[src/rtl/io_pad_arb_pkg.sv]
// io_pad_arb_pkg: shared types, defaults and width helpers for io_pad_arbiter.
//
// Contents:
//   arb_state_e    - arbiter FSM states (IDLE, DRIVE, TURN)
//   DEF_*          - default parameter values for the arbiter and picker
//   len_width()    - bits needed to hold a count 0..n-1 (minimum 1)
//   idx_width()    - bits needed to index n requesters (minimum 1)
//
// Optional feature macro used by the files importing this package:
//   IO_PAD_ARB_PRIO_EN - requester 0 has fixed priority over the round-robin.

package io_pad_arb_pkg;

    localparam int DEF_NREQ       = 4;
    localparam int DEF_MAXBEATS   = 16;
    localparam int DEF_TURNAROUND = 1;

    typedef enum logic [1:0] {
        ARB_IDLE  = 2'd0,
        ARB_DRIVE = 2'd1,
        ARB_TURN  = 2'd2
    } arb_state_e;

    function automatic int len_width(input int n);
        return (n > 1) ? $clog2(n) : 1;
    endfunction

    function automatic int idx_width(input int n);
        return (n > 1) ? $clog2(n) : 1;
    endfunction

endpackage

[src/rtl/io_pad_arb_rr_pick.sv]
// io_pad_arb_rr_pick: combinational round-robin winner selection.
//
// Scans req starting at ptr and wrapping; the first set bit wins.
// With IO_PAD_ARB_PRIO_EN defined, requester 0 wins outright whenever it
// requests, and the round-robin scan only considers requesters 1..NREQ-1.
//
// Ports:
//   req      in   NREQ  request vector
//   ptr      in   PW    index the scan starts from
//   win      out  NREQ  one-hot winner (zero when nothing requests)
//   win_idx  out  PW    binary index of the winner
//   found    out  1     at least one eligible request

module io_pad_arb_rr_pick
    import io_pad_arb_pkg::*;
#(
    parameter int NREQ = DEF_NREQ,
    parameter int PW   = idx_width(DEF_NREQ)
) (
    input  logic [NREQ-1:0] req,
    input  logic [PW-1:0]   ptr,
    output logic [NREQ-1:0] win,
    output logic [PW-1:0]   win_idx,
    output logic            found
);

    logic [NREQ-1:0] cand;
    int              idx;

    always_comb begin
        cand    = req;
        win     = '0;
        win_idx = '0;
        found   = 1'b0;
        idx     = 0;
`ifdef IO_PAD_ARB_PRIO_EN
        // Requester 0 is served outside the rotation.
        cand[0] = 1'b0;
        if (req[0]) begin
            win[0] = 1'b1;
            found  = 1'b1;
        end
`endif
        for (int k = 0; k < NREQ; k++) begin
            if (!found) begin
                idx = (int'(ptr) + k) % NREQ;
                if (cand[idx]) begin
                    win[idx] = 1'b1;
                    win_idx  = idx[PW-1:0];
                    found    = 1'b1;
                end
            end
        end
    end

endmodule

[src/rtl/io_pad_arbiter.sv]
// io_pad_arbiter: shares one SB_IO pad output path (D_OUT_0/OUTPUT_ENABLE)
// between NREQ fabric requesters. Each winner streams len+1 serial bits onto
// the pad, followed by TURNAROUND+1 cycles with the driver off before the
// next owner is driven.
//
// Build option: define IO_PAD_ARB_PRIO_EN to give requester 0 fixed priority
// (otherwise pure round-robin over all requesters).
//
// Ports:
//   clk       in   1        rising-edge clock
//   rst       in   1        asynchronous active-high reset
//   cen       in   1        clock enable; low freezes state and outputs
//   req       in   NREQ     per-requester burst request (level)
//   len       in   NREQ*LW  per-requester beats-1, field i = len[i*LW +: LW]
//   data_in   in   NREQ     per-requester serial bit
//   gnt       out  NREQ     one-hot current owner (registered)
//   take      out  NREQ     data_in[i] consumed at this edge
//   busy      out  1        arbiter not idle
//   pad_dout  out  1        to SB_IO D_OUT_0 (registered)
//   pad_oe    out  1        to SB_IO OUTPUT_ENABLE (registered)

module io_pad_arbiter
    import io_pad_arb_pkg::*;
#(
    parameter int NREQ       = DEF_NREQ,
    parameter int MAXBEATS   = DEF_MAXBEATS,
    parameter int TURNAROUND = DEF_TURNAROUND
) (
    input  logic                                 clk,
    input  logic                                 rst,
    input  logic                                 cen,
    input  logic [NREQ-1:0]                      req,
    input  logic [NREQ*len_width(MAXBEATS)-1:0]  len,
    input  logic [NREQ-1:0]                      data_in,
    output logic [NREQ-1:0]                      gnt,
    output logic [NREQ-1:0]                      take,
    output logic                                 busy,
    output logic                                 pad_dout,
    output logic                                 pad_oe
);

    localparam int LW = len_width(MAXBEATS);
    localparam int PW = idx_width(NREQ);
    localparam int TW = len_width(TURNAROUND);

    localparam logic [1:0] S_IDLE  = ARB_IDLE;
    localparam logic [1:0] S_DRIVE = ARB_DRIVE;
    localparam logic [1:0] S_TURN  = ARB_TURN;

    logic [1:0]      state;
    logic [LW-1:0]   cnt;
    logic [TW-1:0]   tcnt;
    logic [PW-1:0]   ptr;
    logic [PW-1:0]   own;

    logic [NREQ-1:0] pick_win;
    logic [PW-1:0]   pick_idx;
    logic            pick_found;
    logic [LW-1:0]   pick_len;
    logic [PW-1:0]   next_ptr;
    logic            adv_ptr;

    io_pad_arb_rr_pick #(
        .NREQ (NREQ),
        .PW   (PW)
    ) u_pick (
        .req     (req),
        .ptr     (ptr),
        .win     (pick_win),
        .win_idx (pick_idx),
        .found   (pick_found)
    );

    assign pick_len = len[int'(pick_idx)*LW +: LW];
    assign next_ptr = (int'(pick_idx) == NREQ-1) ? '0 : pick_idx + 1'b1;

`ifdef IO_PAD_ARB_PRIO_EN
    // Requester-0 grants sit outside the rotation, so they leave ptr alone.
    assign adv_ptr = (pick_idx != '0);
`else
    assign adv_ptr = 1'b1;
`endif

    assign busy = (state != S_IDLE);
    assign take = gnt & {NREQ{(state == S_DRIVE) && cen}};

    // Asynchronous reset: pad_oe must drop as soon as rst rises, even mid-burst.
    always_ff @(posedge clk or posedge rst) begin
        if (rst) begin
            state    <= S_IDLE;
            gnt      <= '0;
            ptr      <= '0;
            own      <= '0;
            cnt      <= '0;
            tcnt     <= '0;
            pad_oe   <= 1'b0;
            pad_dout <= 1'b0;
        end else if (cen) begin
            case (state)
                S_IDLE: begin
                    if (pick_found) begin
                        gnt   <= pick_win;
                        own   <= pick_idx;
                        cnt   <= pick_len;
                        state <= S_DRIVE;
                        if (adv_ptr) begin
                            ptr <= next_ptr;
                        end
                    end
                end
                S_DRIVE: begin
                    pad_dout <= data_in[own];
                    pad_oe   <= 1'b1;
                    if (cnt == '0) begin
                        gnt   <= '0;
                        tcnt  <= TW'(TURNAROUND - 1);
                        state <= S_TURN;
                    end else begin
                        cnt <= cnt - 1'b1;
                    end
                end
                S_TURN: begin
                    // pad_dout keeps the last driven bit while the driver is off.
                    pad_oe <= 1'b0;
                    if (tcnt == '0) begin
                        state <= S_IDLE;
                    end else begin
                        tcnt <= tcnt - 1'b1;
                    end
                end
                default: begin
                    state <= S_IDLE;
                    gnt   <= '0;
                end
            endcase
        end
    end

endmodule

[config.mk]
export PLATFORM = sky130hd
export DESIGN_NAME = io_pad_arbiter
export DESIGN_NICKNAME = d
export VERILOG_FILES = /design/src/rtl/io_pad_arb_pkg.sv /design/src/rtl/io_pad_arb_rr_pick.sv /design/src/rtl/io_pad_arbiter.sv
export SDC_FILE = /design/constraint.sdc
export NUM_CORES = 1
export LEC_CHECK = 0
export BUFFER_PORTS_ARGS = -buffer_cell sky130_fd_sc_hd__buf_2
export CORE_ASPECT_RATIO = 0.9
export CORE_MARGIN = 2
export CORE_UTILIZATION = 53
export CTS_CLUSTER_SIZE = 25
export DETAILED_ROUTE_END_ITERATION = 10
export PLACE_DENSITY = 0.8
export SLEW_MARGIN = 20
export SYNTH_ARGS = -nofsm -noshare
export SYNTH_HDL_FRONTEND = slang
export SYNTH_SLANG_ARGS = --single-unit
[constraint.sdc]
create_clock -name clk -period 3.5 [get_ports clk]
set_clock_uncertainty 0.2 [all_clocks]
set_input_delay 0.525 -clock clk [delete_from_list [all_inputs] [get_ports clk]]
set_output_delay 0.525 -clock clk [all_outputs]
set_load 0.03 [all_outputs]
# After elaboration in Yosys (flattened, before gate mapping)
# Cells that the tools add are included.
# W data, S select, Z words.
# op_classes
add_sub_neg	6
order_cmp	9
eq_ne	7
n_shift	1
n_mux	57
bitwise	8
reduce_logical	20
# op_table
cell	count
$mux W4	11
$mux W2	11
$mux W1	21
$shiftx A16 B5 Y4	1
$lt A3 B4 Y1 const B	3
$or A4 B4 Y4	3
$pmux W4 S3	1
$reduce_and A4 Y1	3
$bmux W1 S2	5
$ge A3 B1 Y1 const B	3
$demux W1 S2	4
$pmux W4 S2	1
$lt A2 B3 Y1 const B	2
$ne A2 B2 Y1 const B	3
$pmux W2 S3	1
$reduce_and A3 Y1	2
$reduce_bool A2 Y1	3
$reduce_or A2 Y1	3
$logic_and A1 B1 Y1	5
$add A2 B1 Y2 const B	2
$add A2 B2 Y2 const B	2
$and A4 B4 Y4	1
$eq A2 B1 Y1 const B	2
$logic_not A4 Y1	1
10 further kinds	14
# totals
register_bits	17
inputBits	27
output_inout_bits	11
wordCells	116

# Logic depth before layout (Yosys ltp)
# Gate-level depths: netlist (run 1).
# logic_depth
word_depth	18
depth_mapped	11
ltp_nobuf	8

# Cells and area by module
# From an unflattened synthesis (run 1), not the netlist that was laid out.
# unflattened
cells_unflattened	155
hier_area_um2	1486.4
# modules_own_cells
mod	n_inst	cells_each	area_per_inst_um2	seq_area_each_um2
io_pad_arbiter	1	99	998.5	400.4
io_pad_arb_rr_pick	1	56	488.0	0.0

# Least setup slack after synthesis (run 1)
# OpenSTA, ideal clock, no wires.
# synth_timing
kind	reg-to-reg
from	reg ptr[0]
to	reg cnt[2]
setup_ps	132
arrival_ps	2673
required_ps	3168
slack_ps	495
path_stages_with_launch	12
path_buffers	3
period_less_slack_ps	3005
path_cell_list	dfrtp_1 > buf_6 > buf_2 > inv_1 > ha_1 > mux4_2 > nor2b_4 > or3_1 > buf_6 > o21ai_4 > mux2i_1 > o221ai_2
# synth_between
elab_chain_cells	13
elab_cells_between_ends	33
classes_between	add/sub: 3; eq/ne: 1; shift: 1; mux: 27; reduce/logical: 1
# synth_lines
item	line_no	text
start, declared	io_pad_arbiter.sv:53	logic [PW-1:0] ptr;
start signal, assigned	io_pad_arbiter.sv:107	ptr <= next_ptr;
$add A2 B1 Y2	io_pad_arb_rr_pick.sv:46	idx = (int'(ptr) + k) % NREQ;
$bmux W1 S2	io_pad_arb_rr_pick.sv:47	if (cand[idx]) begin
$mux W1 (implied by the code) (2 in series)	io_pad_arb_rr_pick.sv:47	
$mux W2	io_pad_arb_rr_pick.sv:47	
$mux W2	io_pad_arb_rr_pick.sv:45	if (!found) begin
$mux W2	io_pad_arb_rr_pick.sv:47	
$mux W2	io_pad_arb_rr_pick.sv:45	
$mux W2	io_pad_arb_rr_pick.sv:47	
$mux W2	io_pad_arb_rr_pick.sv:45	
$shiftx A16 B5 Y4	io_pad_arbiter.sv:74	assign pick_len = len[int'(pick_idx)*LW +: LW];
$mux W4	io_pad_arbiter.sv:101	if (pick_found) begin
$pmux W4 S2	io_pad_arbiter.sv:99	case (state)
end signal, assigned	io_pad_arbiter.sv:104	cnt <= pick_len;
end signal, assigned	io_pad_arbiter.sv:119	cnt <= cnt - 1'b1;
end, declared	io_pad_arbiter.sv:51	logic [LW-1:0] cnt;
# Parallel ways exist; a longest one is shown, timed or not. The select of a mux whose other input is x is not followed.
# A chain may end at the register's enable or synchronous reset.

# Worst setup path in the final report (run 1)
# layout_timing
from	reg ptr[1]
to	reg cnt[3]
# Same word-level chain as after synthesis.

==> results.md, run 1 <==
- Result of the run: complete, no violations
- Portion of the post-synthesis area used by sequential elements: about a quarter
- Synthesized-area fraction occupied by ao, oa, aoi and oai cells: 25.0%
- Number of global-route vias before repair: approximately 1,200
- Net count after synthesis: about 200
- Inserted Diodes: 0
- Die width: around 60 um
- Startpoint Class: register
- Growth of design area from synthesis to finish: 14.7%
- Main combinational cell family by area after synthesis: compound AO/OA/AOI/OAI gates
- Final setup TNS: 0 ns
- Area share of xor/xnor cells in the synthesized design: less than 1%
- Commonest register cell after synthesis: sky130_fd_sc_hd__dfrtp_1
- Unrepaired setup endpoints after global routing: no
- DRC violation total after the first TritonRoute iteration: 36
- Fraction of layout instances using a drive strength above 1: between 20% and 30%
- Final core occ: between 60% and 70%
- Length of the first detailed-routing pass in iterations: 4
- Number of warnings reported in the yosys synthesis log: 0
- Area leader, netlist: sky130_fd_sc_hd__dfrtp_1
- Worst Setup Path Type: register to register
- Number of cells on the worst reg-to-reg path: 8
- Die Y-Extent: around 55 um
- Worst Max-Slew Pin Slew: 0.696 ns
- Overall Global Routing Usage: about 22%
- Number of enable flip-flop cells after synthesis: 0
- Core box area: 2730 um^2
- Full die area: around 3300 um^2
- Post-cts resize count: 0
- Final setup fails: 0
- Share of synthesized registers carrying an async set or reset: 100%
- Mux cell area share after synthesis: between 10% and 20%
- Fin. max-slew vios: 0
- Number of nets with antenna violations after detailed routing: 0
- Post-route DRC violation count: 0
- Worst min-delay path category: primary input to async pin
- Synthesis-stage register bit count: 16
- Capturing element type of the critical path: register
- Count of hold buffers inserted by post-cts repair: 0
- Wire length of the first global-routing pass: ~5300 um
- Crit share post-route: 88.0%
- Routed length per placed instance: between 10 and 15 um
- Worst r2r dst: cnt[3]
- Worst R2R Start: ptr[1]
- Setup slack of the most critical reg-to-reg path: approximately 0.42 ns
- Mapped Area: between 1500 and 2000 um^2
- Number of post-CTS setup repair buffers: 0
- Final period demand of the worst path: about 3 ns
- Net count of the finished layout: 237
- Adder-cell share of the synthesized area: a little under a tenth
- DP Wirelength: about 2700 um
- Worst slew slack as a fraction of its limit: between 50 and 60%
- Max-cap check violation count: 0
- Cell variety after synth: between 40 and 50
- H-tree levels: 1
- TritonCTS clock tree: yes
- Synthesized netlist cell count: 166
- Pin count of the biggest net entering global routing: 18
- Critical-path maximum fanout: 10
- Clock buffer count from CTS: 3
- Master cell of the clock root buffer: sky130_fd_sc_hd__clkbuf_4
- Clk sinks: 16
- Leading cell types by count after synthesis: 16 x sky130_fd_sc_hd__dfrtp_1, 16 x sky130_fd_sc_hd__o21ai_0, 15 x sky130_fd_sc_hd__nand2_1, 13 x sky130_fd_sc_hd__mux2i_1
- Leak Pwr: 0.846 nW
- Routability congestion estimate from global placement: around 0.8
- Mean post-synth cell area: about 9 um^2
- CTS clock-pin slew for the worst setup and hold paths: ~0.1 ns
- Fmax achieved: between 300 and 400 MHz
- Via-to-Cell Ratio: between 5 and 6
- Arr. time, crit path: 3.05 ns
- I/O pin total: 38
- Post-Synth Simple-Gate Area: 16.2%
- DR vias: roughly 1,400
- Total power per unit cell area: 851 nW/um^2
- Final wirelength: 3420 um
- Leading cell types by total area after synthesis: sky130_fd_sc_hd__dfrtp_1 27%, sky130_fd_sc_hd__ha_1 9.1%, sky130_fd_sc_hd__mux2i_1 8.6%
- Number of failing hold endpoints at the final stage: 0
- Number of core rows: 18
- Data required, critical path: between 3 and 4 ns
- Grt ovf: 0
- Clock latency at the later pin of the worst-skew pair: ~0.30 ns
- Maximum number of buffers from clock root to sink: 2
- Effective utilization at floorplan: a little under three fifths
- Post-synth top area share: roughly a quarter
- Initial antenna violation count: 0
- Peak VDD IR: ~400 uV
- Port Buffer Count: 37
power by group:
group / total (mW) / switching, mW / internal (mW)
Clock: 0.125 / 0.0617 / 0.0635
Sequential: 0.338 / 0.0653 / 0.273
Combinational: 1.01 / 0.597 / 0.414
routing by layer:
metal / up-vias / share of wire [%] / global-route usage [%]
met3: 2 / 5.2 / 4.96
met1: 638 / 42 / 25.0
met4: 0 / 0.35 / 5.19
met2: 51 / 52 / 41.3
li1: 686 / - / -
met5: - / 0 / 0
cells by family (layout without fill, tap and decap cells):
| group | count (synthesis) | count (layout) |
|---|---|---|
| buf+inv | 21 | 53 |
| xor+xnor | 1 | 1 |
| fa+ha+maj | 11 | 11 |
| simple gates | 47 | 47 |
| flops | 16 | 16 |
| mux | 20 | 20 |
| compound gates | 50 | 50 |
worst max-delay path, stage by stage, from the launching register on:
cell                        delay (ns)
sky130_fd_sc_hd__dfrtp_1          0.53
sky130_fd_sc_hd__inv_1            0.17
sky130_fd_sc_hd__ha_1             0.44
sky130_fd_sc_hd__mux4_2           0.32
sky130_fd_sc_hd__nor2b_4          0.08
sky130_fd_sc_hd__or3_1            0.50
sky130_fd_sc_hd__o21ai_4          0.32
sky130_fd_sc_hd__mux2i_1          0.29
sky130_fd_sc_hd__o2111ai_2        0.12
layout by cell type (no fill, tap or decap), drive strengths merged, types with 2 or more instances in the layout:
| master | n |
|---|---|
| o22a | 2 |
| and3 | 4 |
| o21ai | 19 |
| clkbuf | 4 |
| o22ai | 3 |
| buf | 38 |
| o211ai | 2 |
| nor3 | 2 |
| o21a | 2 |
| dfrtp | 16 |
| mux2 | 4 |
| nor2b | 5 |
| nor2 | 6 |
| mux2i | 13 |
| mux4 | 3 |
| a31oi | 2 |
| inv | 11 |
| a221o | 4 |
| or3 | 2 |
| o221ai | 2 |
| ha | 11 |
| nand2 | 15 |
| a22oi | 6 |
| nand3 | 6 |
| and2 | 2 |
how the worst max path moves through the flow:
stage / startpoint / end
finish: ptr[1] / cnt[3]
CTS: ptr[1] / cnt[3]
detailed placement: ptr[1] / cnt[3]
global placement: ptr[1] / cnt[3]
floorplan: ptr[0] / cnt[2]
global route: ptr[1] / cnt[3]
stage by stage:
stage	instances	cell area [um^2]	power [mW]	setup WS (ns)	hold slack (ns)
6_report	238	1730	1.47	0.419	0.0854
3_3_place_gp	234	1700	1.30	0.625	0.256
4_1_cts	238	1730	1.47	0.426	0.109
5_1_grt	238	1730	1.59	0.249	0.133
2_1_floorplan	166	1510	1.16	0.495	0.239
3_5_place_dp	234	1700	1.35	0.450	0.269
cell type report:
| class | count | area, um^2 |
|---|---|---|
| Multi-Input combinational cell | 129 | 1010 |
| Fill cell | 232 | 992 |
| Sequential cell | 16 | 400 |
| Timing Repair Buffer | 38 | 193 |
| Tap cell | 40 | 50.0 |
| Inverter | 11 | 41.3 |
| Clock buffer | 4 | 36.3 |
sequential cells by signal (all words and copies together) (netlist names):
signal	cells
state	2
pad_dout	1
gnt	4
ptr	2
cnt	4
pad_oe	1
own	2
(Power assumes the default switching activity.)
==> run 2: changes to the inputs <==
--- a/config.mk
+++ b/config.mk
@@ -6,7 +6,6 @@
 export NUM_CORES = 1
 export LEC_CHECK = 0
 export BUFFER_PORTS_ARGS = -buffer_cell sky130_fd_sc_hd__buf_2
-export CORE_ASPECT_RATIO = 0.9
 export CORE_MARGIN = 2
 export CORE_UTILIZATION = 53
 export CTS_CLUSTER_SIZE = 25
==> run 2 against run 1 <==
Effect of this change:
- utilization down 1.1 points
- non-clock buffer count unchanged
- via count up 2.3%
- first-iteration DRC count up 53%
- global-route usage up 0.31 points
==> results.md, run 2 (same netlist as run 1, synthesis figures left out) <==
- Result of the run: complete, no violations
- Number of global-route vias before repair: 1,319 (+5.9%)
- Worst slew slack as a fraction of its limit: 53.3% (+0.99 points)
- Count of hold buffers inserted by post-cts repair: 0 (unchanged)
- Peak VDD IR: 575 uV (+47%)
- Final wirelength: 3340 um (-2.4%)
- Clk sinks: 16 (unchanged)
- Net count of the finished layout: 237 (unchanged)
- Crit-path slowest cell: sky130_fd_sc_hd__dfrtp_1
- Inserted Diodes: 0 (unchanged)
- Share of total power in combinational logic: 69.5% (+0.9 points)
- Clock buffer count from CTS: 3 (unchanged)
- Overall Global Routing Usage: 22.2% (+0.31 points)
- Worst Setup Path Type: register to register
- Clock latency at the later pin of the worst-skew pair: 0.29 ns (about the same)
- Post-cts resize count: 0 (unchanged)
- Commonest non-fill, non-tap cells in the layout: 37 x sky130_fd_sc_hd__buf_2, 16 x sky130_fd_sc_hd__o21ai_0, 16 x sky130_fd_sc_hd__dfrtp_1
- Part of the total power dissipated in sequential elements: 23.7% (+0.8 points)
- Max-cap check violation count: 0 (unchanged)
- Total power per unit cell area: 841 nW/um^2 (-1.2%)
- Master cell of the clock root buffer: sky130_fd_sc_hd__clkbuf_4
- Full die area: 3290 um^2 (about the same)
- Net switching power figure: 711 uW (-1.8%)
- DRC violation total after the first TritonRoute iteration: 55 (+53%)
- Routability congestion estimate from global placement: 0.845 (+5.6%)
- Core box area: 2730 um^2 (+0.32%)
- Maximum number of buffers from clock root to sink: 2 (unchanged)
- Cell Int Power: 725 uW (-3.4%)
- Worst Max-Slew Pin Slew: 0.682 ns (-0.0144 ns)
- Routed length per placed instance: 14.6 um (+1.9%)
- Fmax achieved: 328 MHz (+1.1%)
- Portion of total power attributed to the clock network: 6.7% (-1.8 points)
- Final setup fails: 0 (unchanged)
- CP Cell Sequence: inv_1 -> ha_1 -> mux4_2 -> nor2b_4 -> or3_1 -> o21ai_4 -> mux2i_1 -> o221ai_2
- Via-to-Cell Ratio: 6.18 (+6.8%)
- Crit path buf inv count: 1 (unchanged)
- DP Wirelength: 2600 um (-4.8%)
- Arr. time, crit path: 3.02 ns (-0.03 ns)
- Critical-path maximum fanout: 10 (unchanged)
- Data required, critical path: 3.47 ns (about the same)
- Capturing element type of the critical path: register
- Startpoint Class: register
- Length of the first detailed-routing pass in iterations: 4 (unchanged)
- Final core occ: 62.5% (-1.1 points)
- DR vias: 1,409 (+2.3%)
- Number of core rows: 19 (+1)
- Effective utilization at floorplan: 55.2% (-0.18 points)
- Fraction of layout instances using a drive strength above 1: 27.9% (-0.36 points)
- CTS clock-pin slew for the worst setup and hold paths: 0.09 ns (about the same)
- Die Y-Extent: 57.4 um (+5.0%)
- Number of nets with antenna violations after detailed routing: 0 (unchanged)
- Number of fillers in the final layout: 225 (-3.0%)
- I/O pin total: 38 (unchanged)
- Worst min-delay path category: primary input to async pin
- TritonCTS clock tree: yes
- Unrepaired setup endpoints after global routing: no
- Number of failing hold endpoints at the final stage: 0 (unchanged)
- Delay of the slowest critical-path stage: 0.54 ns (about the same)
- Register area: 400 um^2 (unchanged)
- Commonest non-fill, non-tap cell in the layout: sky130_fd_sc_hd__buf_2
- Multi-input gate area: 1010 um^2 (unchanged)
- Die width: 57.4 um (-4.8%)
- Wire length of the first global-routing pass: 5780 um (+8.0%)
- Crit share post-route: 87.1% (-0.97 points)
- Final setup TNS: 0 ns (unchanged)
- H-tree levels: 1 (unchanged)
- Port Buffer Count: 37 (unchanged)
- Kind of cell with the highest combined delay on the critical path: multiplexers
- Total design power: 1.44 mW (-2.6%)
- Post-route DRC violation count: 0 (unchanged)
- Initial antenna violation count: 0 (unchanged)
- Grt ovf: 0 (unchanged)
- Leak Pwr: 0.839 nW (-0.85%)
- Pin count of the biggest net entering global routing: 18 (unchanged)
- Number of post-CTS setup repair buffers: 0 (unchanged)
- Final period demand of the worst path: 3.05 ns (-0.0340 ns)
- Fin. max-slew vios: 0 (unchanged)
- Growth of design area from synthesis to finish: 13.1%
- Proportion of total power due to net switching: 49.5% (+0.41 points)
- Leading registers by flop count: cnt (4), gnt (4)
run 2: cell count changes in the layout (fill, tap and decap cells not counted):
cell / previous run / this run
sky130_fd_sc_hd__clkbuf_8: 1 / 0
run 2: through the flow:
| stage | std cells | hold slack [ns] | cell area (um^2) | setup slack (ns) |
|---|---|---|---|---|
| after floorplan | 166 | 0.239 | 1510 | 0.495 |
| after global placement | 225 | 0.259 | 1690 | 0.625 |
| after detailed placement | 225 | 0.265 | 1690 | 0.482 |
| after CTS | 228 | 0.119 | 1710 | 0.469 |
| after global routing | 228 | 0.127 | 1710 | 0.275 |
| final | 228 | 0.0911 | 1710 | 0.453 |
run 2: final timing paths:
check / from / end / slack, ns / cells after the start
setup reg to reg: ptr[1] / cnt[2] / 0.45 / 8
hold reg to reg: pad_oe / pad_oe / 0.28 / 2
min in group clk: pad_oe / pad_oe / 0.28 / 2
setup / recovery: ptr[1] / cnt[2] / 0.45 / 8
max in group asynchronous: rst / cnt[1] / 2.62 / 2
hold / removal: rst / pad_dout / 0.09 / 2
run 2: power groups by stage:
stage / clock, mW / combinational [mW] / sequential (mW)
5_1_grt: 0.110 / 1.10 / 0.354
6_report: 0.0965 / 0.999 / 0.341
3_5_place_dp: 0 / 0.992 / 0.343
3_3_place_gp: 0 / 0.959 / 0.338
4_1_cts: 0.0964 / 0.997 / 0.340
2_1_floorplan: 0 / 0.760 / 0.399
run 2: per-layer routing:
layer | GRT usage [%] | vias up | part of all wire (%) | routed length [um]
met1 | 27.0 | 667 | 41 | 1360
met5 | 0 | - | 0 | 0
met4 | 4.32 | 0 | 0.51 | 17
met2 | 40.1 | 54 | 53 | 1760
li1 | - | 686 | - | -
met3 | 4.99 | 2 | 6.1 | 203
run 2: cell type report:
type / count / area share, %
clock buffers: 3 / 1.32
inverters: 11 / 2.42
multi-input cells: 129 / 59.3
flip-flops and latches: 16 / 23.4
well taps: 31 / 2.27
repair buffers: 38 / 11.3
